**config.mk**
```make
export PLATFORM = sky130hd
export DESIGN_NAME = rv32i_mem_access_flat
export DESIGN_NICKNAME = d
export VERILOG_FILES = /design/src/rtl/rv32i_mem_access_if.sv /design/src/rtl/rv32i_mem_access.sv /design/src/flat_wrapper.sv
export SDC_FILE = /design/constraint.sdc
export NUM_CORES = 1
export LEC_CHECK = 0
export ABC_AREA = 0
export CAP_MARGIN = 10
export CORE_MARGIN = 10
export CORE_UTILIZATION = 43
export CTS_CLUSTER_DIAMETER = 50
export DETAILED_ROUTE_END_ITERATION = 8
export PLACE_DENSITY = 0.85
export SLEW_MARGIN = 20
export SYNTH_ARGS = -nofsm -noshare
export SYNTH_HDL_FRONTEND = slang
export SYNTH_SLANG_ARGS = --single-unit
```
**constraint.sdc**
```tcl
create_clock -name clk -period 5.6 [get_ports clk]
set_input_delay 1.4 -clock clk [delete_from_list [all_inputs] [get_ports clk]]
set_output_delay 1.4 -clock clk [all_outputs]
set_load 0.01 [all_outputs]
```
**src/rtl/rv32i_mem_access_if.sv**
```systemverilog
// Avalon-MM style data-memory bus between the access unit (master) and memory (slave).
interface rv32i_mem_access_if;
    logic [31:0] mem_address;
    logic        mem_read;
    logic        mem_write;
    logic [3:0]  mem_byteenable;
    logic [31:0] mem_writedata;
    logic        mem_waitrequest;
    logic [31:0] mem_readdata;
    logic        mem_readdatavalid;

    modport master (
        output mem_address, mem_read, mem_write, mem_byteenable, mem_writedata,
        input  mem_waitrequest, mem_readdata, mem_readdatavalid
    );

    modport slave (
        input  mem_address, mem_read, mem_write, mem_byteenable, mem_writedata,
        output mem_waitrequest, mem_readdata, mem_readdatavalid
    );
endinterface

```
**src/rtl/rv32i_mem_access.sv**
```systemverilog
// RV32I data-memory access unit: runs one ALU load/store as a bus transaction with wait
// states, stalls the pipeline until it completes, and aborts on timeout.
module rv32i_mem_access #(
    parameter int unsigned TIMEOUT_CYCLES = 255
) (
    input  logic                clk,
    input  logic                reset,
    input  logic                load,
    input  logic                store,
    input  logic [31:0]         addr,
    input  logic [3:0]          st_be,
    input  logic [31:0]         wr_data,
    output logic                stall,
    output logic [31:0]         ld_data,
    output logic                bus_err,
    rv32i_mem_access_if.master  bus
);

    // A zero timeout still needs a legal counter width.
    localparam int unsigned CntW = (TIMEOUT_CYCLES == 0) ? 1 : $clog2(TIMEOUT_CYCLES + 1);
    localparam logic [CntW-1:0] CntLast = CntW'(TIMEOUT_CYCLES - 1);

    typedef enum logic [2:0] {StIdle, StRdReq, StRdWait, StWrReq, StDone} state_e;

    state_e          state_q, state_d;
    logic [CntW-1:0] cnt_q, cnt_d;
    logic [31:0]     addr_q, addr_d;
    logic [3:0]      be_q, be_d;
    logic [31:0]     wdata_q, wdata_d;
    logic            read_q, read_d;
    logic            write_q, write_d;
    logic [31:0]     ld_data_q, ld_data_d;
    logic            bus_err_q, bus_err_d;
    logic            busy;
    logic            complete;
    logic            expire;

    assign expire = (TIMEOUT_CYCLES != 0) && (cnt_q == CntLast);

    always_comb begin
        state_d   = state_q;
        cnt_d     = cnt_q;
        addr_d    = addr_q;
        be_d      = be_q;
        wdata_d   = wdata_q;
        read_d    = read_q;
        write_d   = write_q;
        ld_data_d = ld_data_q;
        bus_err_d = 1'b0;
        busy      = 1'b0;
        complete  = 1'b0;

        unique case (state_q)
            StIdle: begin
                if (load) begin
                    addr_d  = addr;
                    be_d    = 4'hF;
                    read_d  = 1'b1;
                    cnt_d   = '0;
                    state_d = StRdReq;
                end else if (store) begin
                    addr_d  = addr;
                    be_d    = st_be;
                    wdata_d = wr_data;
                    write_d = 1'b1;
                    cnt_d   = '0;
                    state_d = StWrReq;
                end
            end
            StRdReq: begin
                busy = 1'b1;
                if (!bus.mem_waitrequest) begin
                    read_d = 1'b0;
                    if (bus.mem_readdatavalid) begin
                        ld_data_d = bus.mem_readdata;
                        complete  = 1'b1;
                        state_d   = StDone;
                    end else begin
                        state_d = StRdWait;
                    end
                end
            end
            StRdWait: begin
                busy = 1'b1;
                if (bus.mem_readdatavalid) begin
                    ld_data_d = bus.mem_readdata;
                    complete  = 1'b1;
                    state_d   = StDone;
                end
            end
            StWrReq: begin
                busy = 1'b1;
                if (!bus.mem_waitrequest) begin
                    write_d  = 1'b0;
                    complete = 1'b1;
                    state_d  = StDone;
                end
            end
            StDone: state_d = StIdle;
            default: state_d = StIdle;
        endcase

        // Completion in the expiry cycle wins; otherwise abort and hold the counter.
        if (busy && !complete && expire) begin
            read_d    = 1'b0;
            write_d   = 1'b0;
            ld_data_d = 32'h0;
            bus_err_d = 1'b1;
            state_d   = StDone;
        end else if (busy && (TIMEOUT_CYCLES != 0)) begin
            cnt_d = cnt_q + CntW'(1);
        end
    end

    always_ff @(posedge clk) begin
        if (reset) begin
            state_q   <= StIdle;
            cnt_q     <= '0;
            addr_q    <= 32'h0;
            be_q      <= 4'h0;
            wdata_q   <= 32'h0;
            read_q    <= 1'b0;
            write_q   <= 1'b0;
            ld_data_q <= 32'h0;
            bus_err_q <= 1'b0;
        end else begin
            state_q   <= state_d;
            cnt_q     <= cnt_d;
            addr_q    <= addr_d;
            be_q      <= be_d;
            wdata_q   <= wdata_d;
            read_q    <= read_d;
            write_q   <= write_d;
            ld_data_q <= ld_data_d;
            bus_err_q <= bus_err_d;
        end
    end

    assign stall = ((state_q == StIdle) && (load || store)) || (state_q == StRdReq) ||
                   (state_q == StRdWait) || (state_q == StWrReq);

    assign ld_data            = ld_data_q;
    assign bus_err            = bus_err_q;
    assign bus.mem_address    = addr_q;
    assign bus.mem_read       = read_q;
    assign bus.mem_write      = write_q;
    assign bus.mem_byteenable = be_q;
    assign bus.mem_writedata  = wdata_q;

endmodule

```
**src/flat_wrapper.sv**
```systemverilog
// flat-port wrapper written by rule: the top's interface ports become plain ports
module rv32i_mem_access_flat 
#(
    parameter int unsigned TIMEOUT_CYCLES = 255
)
  (clk, reset, load, store, addr, st_be, wr_data, stall, ld_data, bus_err, bus_mem_address, bus_mem_read, bus_mem_write, bus_mem_byteenable, bus_mem_writedata, bus_mem_waitrequest, bus_mem_readdata, bus_mem_readdatavalid);
  rv32i_mem_access_if bus_i ();
  input  logic clk;
  input  logic reset;
  input  logic load;
  input  logic store;
  input  logic [31:0] addr;
  input  logic [3:0] st_be;
  input  logic [31:0] wr_data;
  output logic stall;
  output logic [31:0] ld_data;
  output logic bus_err;
  output wire logic [$bits(bus_i.mem_address)-1:0] bus_mem_address;
  output wire logic [$bits(bus_i.mem_read)-1:0] bus_mem_read;
  output wire logic [$bits(bus_i.mem_write)-1:0] bus_mem_write;
  output wire logic [$bits(bus_i.mem_byteenable)-1:0] bus_mem_byteenable;
  output wire logic [$bits(bus_i.mem_writedata)-1:0] bus_mem_writedata;
  input wire logic [$bits(bus_i.mem_waitrequest)-1:0] bus_mem_waitrequest;
  input wire logic [$bits(bus_i.mem_readdata)-1:0] bus_mem_readdata;
  input wire logic [$bits(bus_i.mem_readdatavalid)-1:0] bus_mem_readdatavalid;
  assign bus_mem_address = bus_i.mem_address;
  assign bus_mem_read = bus_i.mem_read;
  assign bus_mem_write = bus_i.mem_write;
  assign bus_mem_byteenable = bus_i.mem_byteenable;
  assign bus_mem_writedata = bus_i.mem_writedata;
  assign bus_i.mem_waitrequest = bus_mem_waitrequest;
  assign bus_i.mem_readdata = bus_mem_readdata;
  assign bus_i.mem_readdatavalid = bus_mem_readdatavalid;
  rv32i_mem_access #(.TIMEOUT_CYCLES(TIMEOUT_CYCLES)) u_core (.clk(clk), .reset(reset), .load(load), .store(store), .addr(addr), .st_be(st_be), .wr_data(wr_data), .stall(stall), .ld_data(ld_data), .bus_err(bus_err), .bus(bus_i));
endmodule
```
==> flow_metrics.py, run 1 <==
metrics = {
    "worst_setup_path": {
        "crit_required_ns": 4.20,
        "critical_path_class": "in2out",
        "crit_path_end_kind": "output port",
        "cp-start-kind": "primary input",
        "worstRegToRegCells": 4,
        "arrival_ns": 3.05,
        "worstPathMaxFanout": 5,
    },
    "floorplanning": {
        "start_util": 0.437,
        "dieArea_um2": 14200,
        "io_pins": 210,
        "die_h_um": 119,
        "die_w_um": 119,
        "row_count": 36,
        "core_um2": 9680,
    },
    "power_and_ir_drop": {
        "peakVddDrop_uv": 183,
        "clkPwrFrac": 0.416,
        "power_density_nw_per_um2": 334,
        "switching_share": 0.250,
        "p_seq_frac": 0.395,
        "p_switching_uw": 578,
        "p_comb_frac": 0.189,
        "power.internal_mw": 1.73,
        "leakage_nw": 2.75,
    },
    "sta": {
        "worst_slew_pin_slew_ns": 0.810,
        "finalCritPeriodShare": 0.795,
        "max_freq_ghz": 0.225,
        "skew_ns": 0.00592,
        "rsz0062_at_grt": "no",
        "slew_headroom": 0.460,
        "setup_viol": 0,
        "setup_slack_ns": 1.15,
        "slew_violations": 0,
        "hold_viol": 0,
        "min_period_ns": 4.45,
        "tns_ns": 0,
    },
    "layout": {
        "nets": 796,
        "stdcell_area_um2": 6920,
        "antenna_cells": 0,
        "regArea_um2": 2280,
        "final_common_cell": "clkdlybuf4s50_1",
        "area_delta_synth_final_pct": 63.4,
        "finish.utilization": 0.714,
        "layout_common_cells": "clkdlybuf4s50_1, nand2_1, dfxtp_1",
        "n_fill_cell": 748,
        "drive_above_1_share": 0.0629,
        "multiInputGateArea_um2": 1790,
    },
    "detailed_routing": {
        "routedWlPerCell_um": 16.4,
        "drt-pass1-iter-count": 4,
        "drc": 0,
        "vias": 4134,
        "first_iter_violations": 251,
        "routed_wl_um": 13600,
        "viasPerCell": 4.97,
        "ant_nets": 0,
    },
    "global_route": {
        "grt_pass1_vias": 4251,
        "grt_overflow": 0,
        "antenna_found_initial": 0,
        "grt_util_all_layers": 0.189,
        "grt_max_degree": 82,
        "grt_pass1_wl_um": 21900,
    },
    "cts": {
        "cts_tree": "built",
        "post_cts_buffers": 0,
        "cts_buffer_depth": 2,
        "clock_latency_ns": 0.50,
        "ctsHoldBuffers": 0,
        "cts_resized": 0,
        "clock-sinks": 114,
        "root_buffer": "clkbuf_8",
        "path_clk_slew_ns": 0.05,
        "htree_num_levels": 4,
        "cts_buffers": 17,
    },
    "placement": {
        "pre_cts_ws_ns": 1.16,
        "dpl-instance-area_um2": 6360,
        "place_congestion": 0.785,
        "port_buffers": 209,
        "dp_hpwl_um": 9860,
    },
    "flow_run": {
        "cap_violations": 0,
    },
    "synthesis": {
        "syn_area_per_cell_um2": 8.67,
        "synth_area_um2": 4230,
        "yosysSeqAreaShare": 0.539,
        "synthCells": 488,
        "synth-edff-count": 0,
        "ys_ff_latch": 114,
        "async_flop_share": 0,
        "synth_cell_types": 40,
        "synth_warnings": 0,
        "synth-main-ff-cell": "dfxtp_1",
        "synth_nets": 596,
    },
    "status": {
        "outcome": "finished, final reports clean",
    },
    "worst_hold_path": {
        "holdPathStages": 2,
        "hold_path.class": "reg2reg",
    },
}
-- synth_stat cells (all sizes together), types with 2 or more instances --
| cell | number | share of area |
|---|---|---|
| nand2b | 2 | 0.0030 |
| clkbuf | 10 | 0.0089 |
| nor3 | 3 | 0.0047 |
| mux2 | 2 | 0.0053 |
| nand4 | 3 | 0.0044 |
| o21bai | 2 | 0.0035 |
| nand3 | 3 | 0.0035 |
| ha | 2 | 0.0059 |
| o21ai | 6 | 0.0071 |
| inv | 2 | 0.0018 |
| nand3b | 2 | 0.0035 |
| nor2 | 41 | 0.037 |
| nand2 | 133 | 0.12 |
| or2 | 4 | 0.0059 |
| o22ai | 4 | 0.0059 |
| and4 | 2 | 0.0041 |
| nor2b | 4 | 0.0059 |
| dfxtp | 114 | 0.54 |
| a31oi | 4 | 0.0059 |
| a21oi | 72 | 0.085 |
| nor3b | 2 | 0.0035 |
| mux2i | 34 | 0.080 |
| buf | 23 | 0.032 |
| or3 | 3 | 0.0044 |
-- metrics by stage --
step	power [mW]	cells	hold slack, ns
CTS	2.34	831	0.452
global placement	1.35	801	0.441
detailed placement	1.37	801	0.446
finish	2.31	832	0.454
global route	2.42	832	0.476
floorplan	1.13	488	0.481
-- cells by family (layout without fill, tap and decap cells) --
| logic type | Yosys count | after routing | synth area share |
|---|---|---|---|
| buffers and inverters | 35 | 246 | 0.0423 |
| adders and majority gates | 2 | 2 | 0.00591 |
| muxes | 36 | 36 | 0.0857 |
| DFF | 114 | 114 | 0.539 |
| and+or+nand+nor | 205 | 205 | 0.203 |
| AOI/OAI and AO/OA | 96 | 96 | 0.124 |
-- sequential cells by signal (all words and copies together), names as in the netlist --
name	flops
u_core.bus.mem_byteenable	4
u_core.cnt_q	8
u_core.bus.mem_address	32
u_core.ld_data	32
u_core.state_q	3
u_core.bus_err	1
u_core.bus.mem_write	1
u_core.bus.mem_writedata	32
u_core.bus.mem_read	1
-- layer usage --
metal / GRT usage / routed length [µm] / vias up
li1: - / - / 2035
met1: 0.203 / 5230 / 1918
met2: 0.320 / 6840 / 164
met3: 0.0935 / 1370 / 17
met4: 0.0580 / 165 / 0
met5: 0 / 0 / -
-- power groups by stage --
stage	sequential, mW	clock (mW)	combinational (mW)
after global placement	0.924	0	0.429
after floorplan	0.950	0	0.182
after CTS	0.913	0.982	0.442
final	0.913	0.962	0.438
after global routing	0.920	1.02	0.479
after detailed placement	0.929	0	0.438
-- critical path, stage by stage --
cell,delay (ns)
clkdlybuf4s50_1,0.60
nor2_1,0.16
or2_1,0.26
nand2_1,0.06
clkdlybuf4s50_1,0.57
-- layout make-up --
| class | count | area share |
|---|---|---|
| Timing Repair Buffer | 214 | 0.308 |
| Tap cell | 133 | 0.0241 |
| Sequential cell | 114 | 0.330 |
| Inverter | 2 | 0.00109 |
| Multi-Input combinational cell | 339 | 0.259 |
| Clock buffer | 24 | 0.0695 |
| Clock inverter | 6 | 0.00796 |
-- path summary, 6_finish.rpt --
path / slack, ns / to / startpoint
worst min register to register: 0.45 / u_core.bus.mem_address[3] / u_core.bus.mem_address[3]
worst min-delay path: 0.45 / u_core.bus.mem_address[3] / u_core.bus.mem_address[3]
worst max-delay path: 1.15 / stall / load
worst max register to register: 3.41 / u_core.bus.mem_writedata[23] / u_core.state_q[1]
(Power assumes the default switching activity.)
==> inputs of run 2 (changes only) <==
- CORE_UTILIZATION: 43 -> 40
- PLACE_DENSITY: 0.85 -> 0.8
- clock period: 5.6 -> 4.1 ns (I/O delays scaled with it)
==> flow_metrics.py, run 2 (synthesis gave the netlist of run 1 again) <==
metrics = {
    "worst_setup_path": {
        "r2r-start": "u_core.state_q[1]",
        "cp-start-kind": "primary input",
        "regToRegSetupSlack_ns": 1.86,
        "crit_path_frequent_cell": "clkdlybuf4s50_1",
        "worstPathMaxFanout": 5,
        "crit_required_ns": 3.07,
        "worst_r2r_endpoint": "u_core.bus.mem_address[27]",
        "worstRegToRegCells": 5,
        "critical_path_class": "in2out",
        "crit_path_end_kind": "output port",
        "arrival_ns": 2.67,
        "cp_num_buf_inv": 2,
        "slowest_stage": "clkdlybuf4s50_1",
        "slowest_delay_ns": 0.59,
        "path_cells": "clkdlybuf4s50_1, nor2_1, or2_1, nand2_1, clkdlybuf4s50_1",
        "path_delay_family": "buffers and inverters",
    },
    "power_and_ir_drop": {
        "total_power_mw": 3.13,
        "power_density_nw_per_um2": 454,
        "leakage_nw": 2.75,
        "peakVddDrop_uv": 232,
    },
    "sta": {
        "slew_headroom": 0.511,
        "tns_ns": 0,
        "rsz0062_at_grt": "no",
        "worst_slew_pin_slew_ns": 0.732,
        "hold_viol": 0,
        "slew_violations": 0,
        "setup_viol": 0,
        "max_freq_ghz": 0.271,
        "skew_ns": 0.00619,
        "min_period_ns": 3.69,
        "finalCritPeriodShare": 0.901,
    },
    "cts": {
        "cts_buffers": 17,
        "cts_resized": 0,
        "cts_tree": "built",
        "root_buffer": "clkbuf_8",
        "ctsHoldBuffers": 0,
        "post_cts_buffers": 0,
        "path_clk_slew_ns": 0.05,
        "cts_buffer_depth": 2,
        "clock-sinks": 114,
        "clock_latency_ns": 0.50,
        "htree_num_levels": 4,
    },
    "global_route": {
        "grt_util_all_layers": 0.174,
        "grt_overflow": 0,
        "antenna_found_initial": 0,
        "grt_pass1_vias": 4203,
        "grt_pass1_wl_um": 21000,
        "grt_max_degree": 60,
    },
    "status": {
        "outcome": "finished, final reports clean",
    },
    "placement": {
        "dp_hpwl_um": 10200,
        "port_buffers": 209,
        "placed_cells": 806,
        "place_congestion": 0.789,
    },
    "detailed_routing": {
        "vias": 4112,
        "routedWlPerCell_um": 16.4,
        "first_iter_violations": 242,
        "ant_nets": 0,
        "routed_wl_um": 13700,
        "drc": 0,
        "drt-pass1-iter-count": 4,
        "viasPerCell": 4.92,
    },
    "floorplanning": {
        "die_w_um": 123,
        "die_h_um": 123,
        "io_pins": 210,
        "row_count": 37,
        "start_util": 0.410,
        "core_um2": 10300,
        "dieArea_um2": 15100,
    },
    "worst_hold_path": {
        "hold_end": "u_core.bus.mem_address[3]",
        "holdPathStages": 2,
        "hold_path.class": "reg2reg",
        "worstHoldStart": "u_core.bus.mem_address[3]",
    },
    "layout": {
        "finish.utilization": 0.668,
        "area_delta_synth_final_pct": 63.0,
        "drive_above_1_share": 0.0614,
        "final_common_cell": "clkdlybuf4s50_1",
        "antenna_cells": 0,
        "layout_common_cells": "clkdlybuf4s50_1, nand2_1, dfxtp_1",
        "n_fill_cell": 843,
        "final_cell_count_no_fill": 836,
        "nets": 797,
    },
    "flow_run": {
        "cap_violations": 0,
    },
}
run 2: worst max-delay path by stage:
stage | startpoint | endpoint | slack [ns] | cells past startpoint
detailed placement | load | stall | 0.40 | 5
finish | load | stall | 0.41 | 5
floorplan | load | stall | 1.30 | 4
global route | load | stall | 0.33 | 5
CTS | load | stall | 0.41 | 5
global placement | load | stall | 0.43 | 5
run 2: metal layers:
layer,track usage,wire [µm]
met3,0.0771,1380
met4,0.0810,254
met1,0.179,5180
met5,0,0
met2,0.298,6920
run 2: where the power goes:
| group | switching [mW] | leakage, nW | internal, mW |
|---|---|---|---|
| combinational | 0.280 | 1.55 | 0.319 |
| sequential | 0.0515 | 0.931 | 1.20 |
| clock | 0.466 | 0.261 | 0.820 |
| total | 0.797 | 2.75 | 2.33 |
run 2: area by class of cell:
type                    instances  area [µm²]  share of cell area
repair buffers                215        2130               0.309
clock inverters                 7        60.1             0.00871
clock buffers                  23         457              0.0662
multi-input cells             339        1790               0.260
well taps                     136         170              0.0247
inverters                       2        7.51             0.00109
flip-flops and latches        114        2280               0.331
run 2: through the flow:
step / setup slack, ns / cell area, µm² / hold WS (ns)
3_3_place_gp: 0.427 / 6380 / 0.441
3_5_place_dp: 0.405 / 6380 / 0.446
5_1_grt: 0.333 / 6900 / 0.472
2_1_floorplan: 1.30 / 4230 / 0.481
6_report: 0.405 / 6900 / 0.452
4_1_cts: 0.405 / 6900 / 0.453
run 2: worst register-to-register path: stages (launching register included):
cell and delay [ns]:
dfxtp_1 0.39, or3_1 0.53, nor2_2 0.61, buf_4 0.38, nand2_1 0.10, a21oi_1 0.14
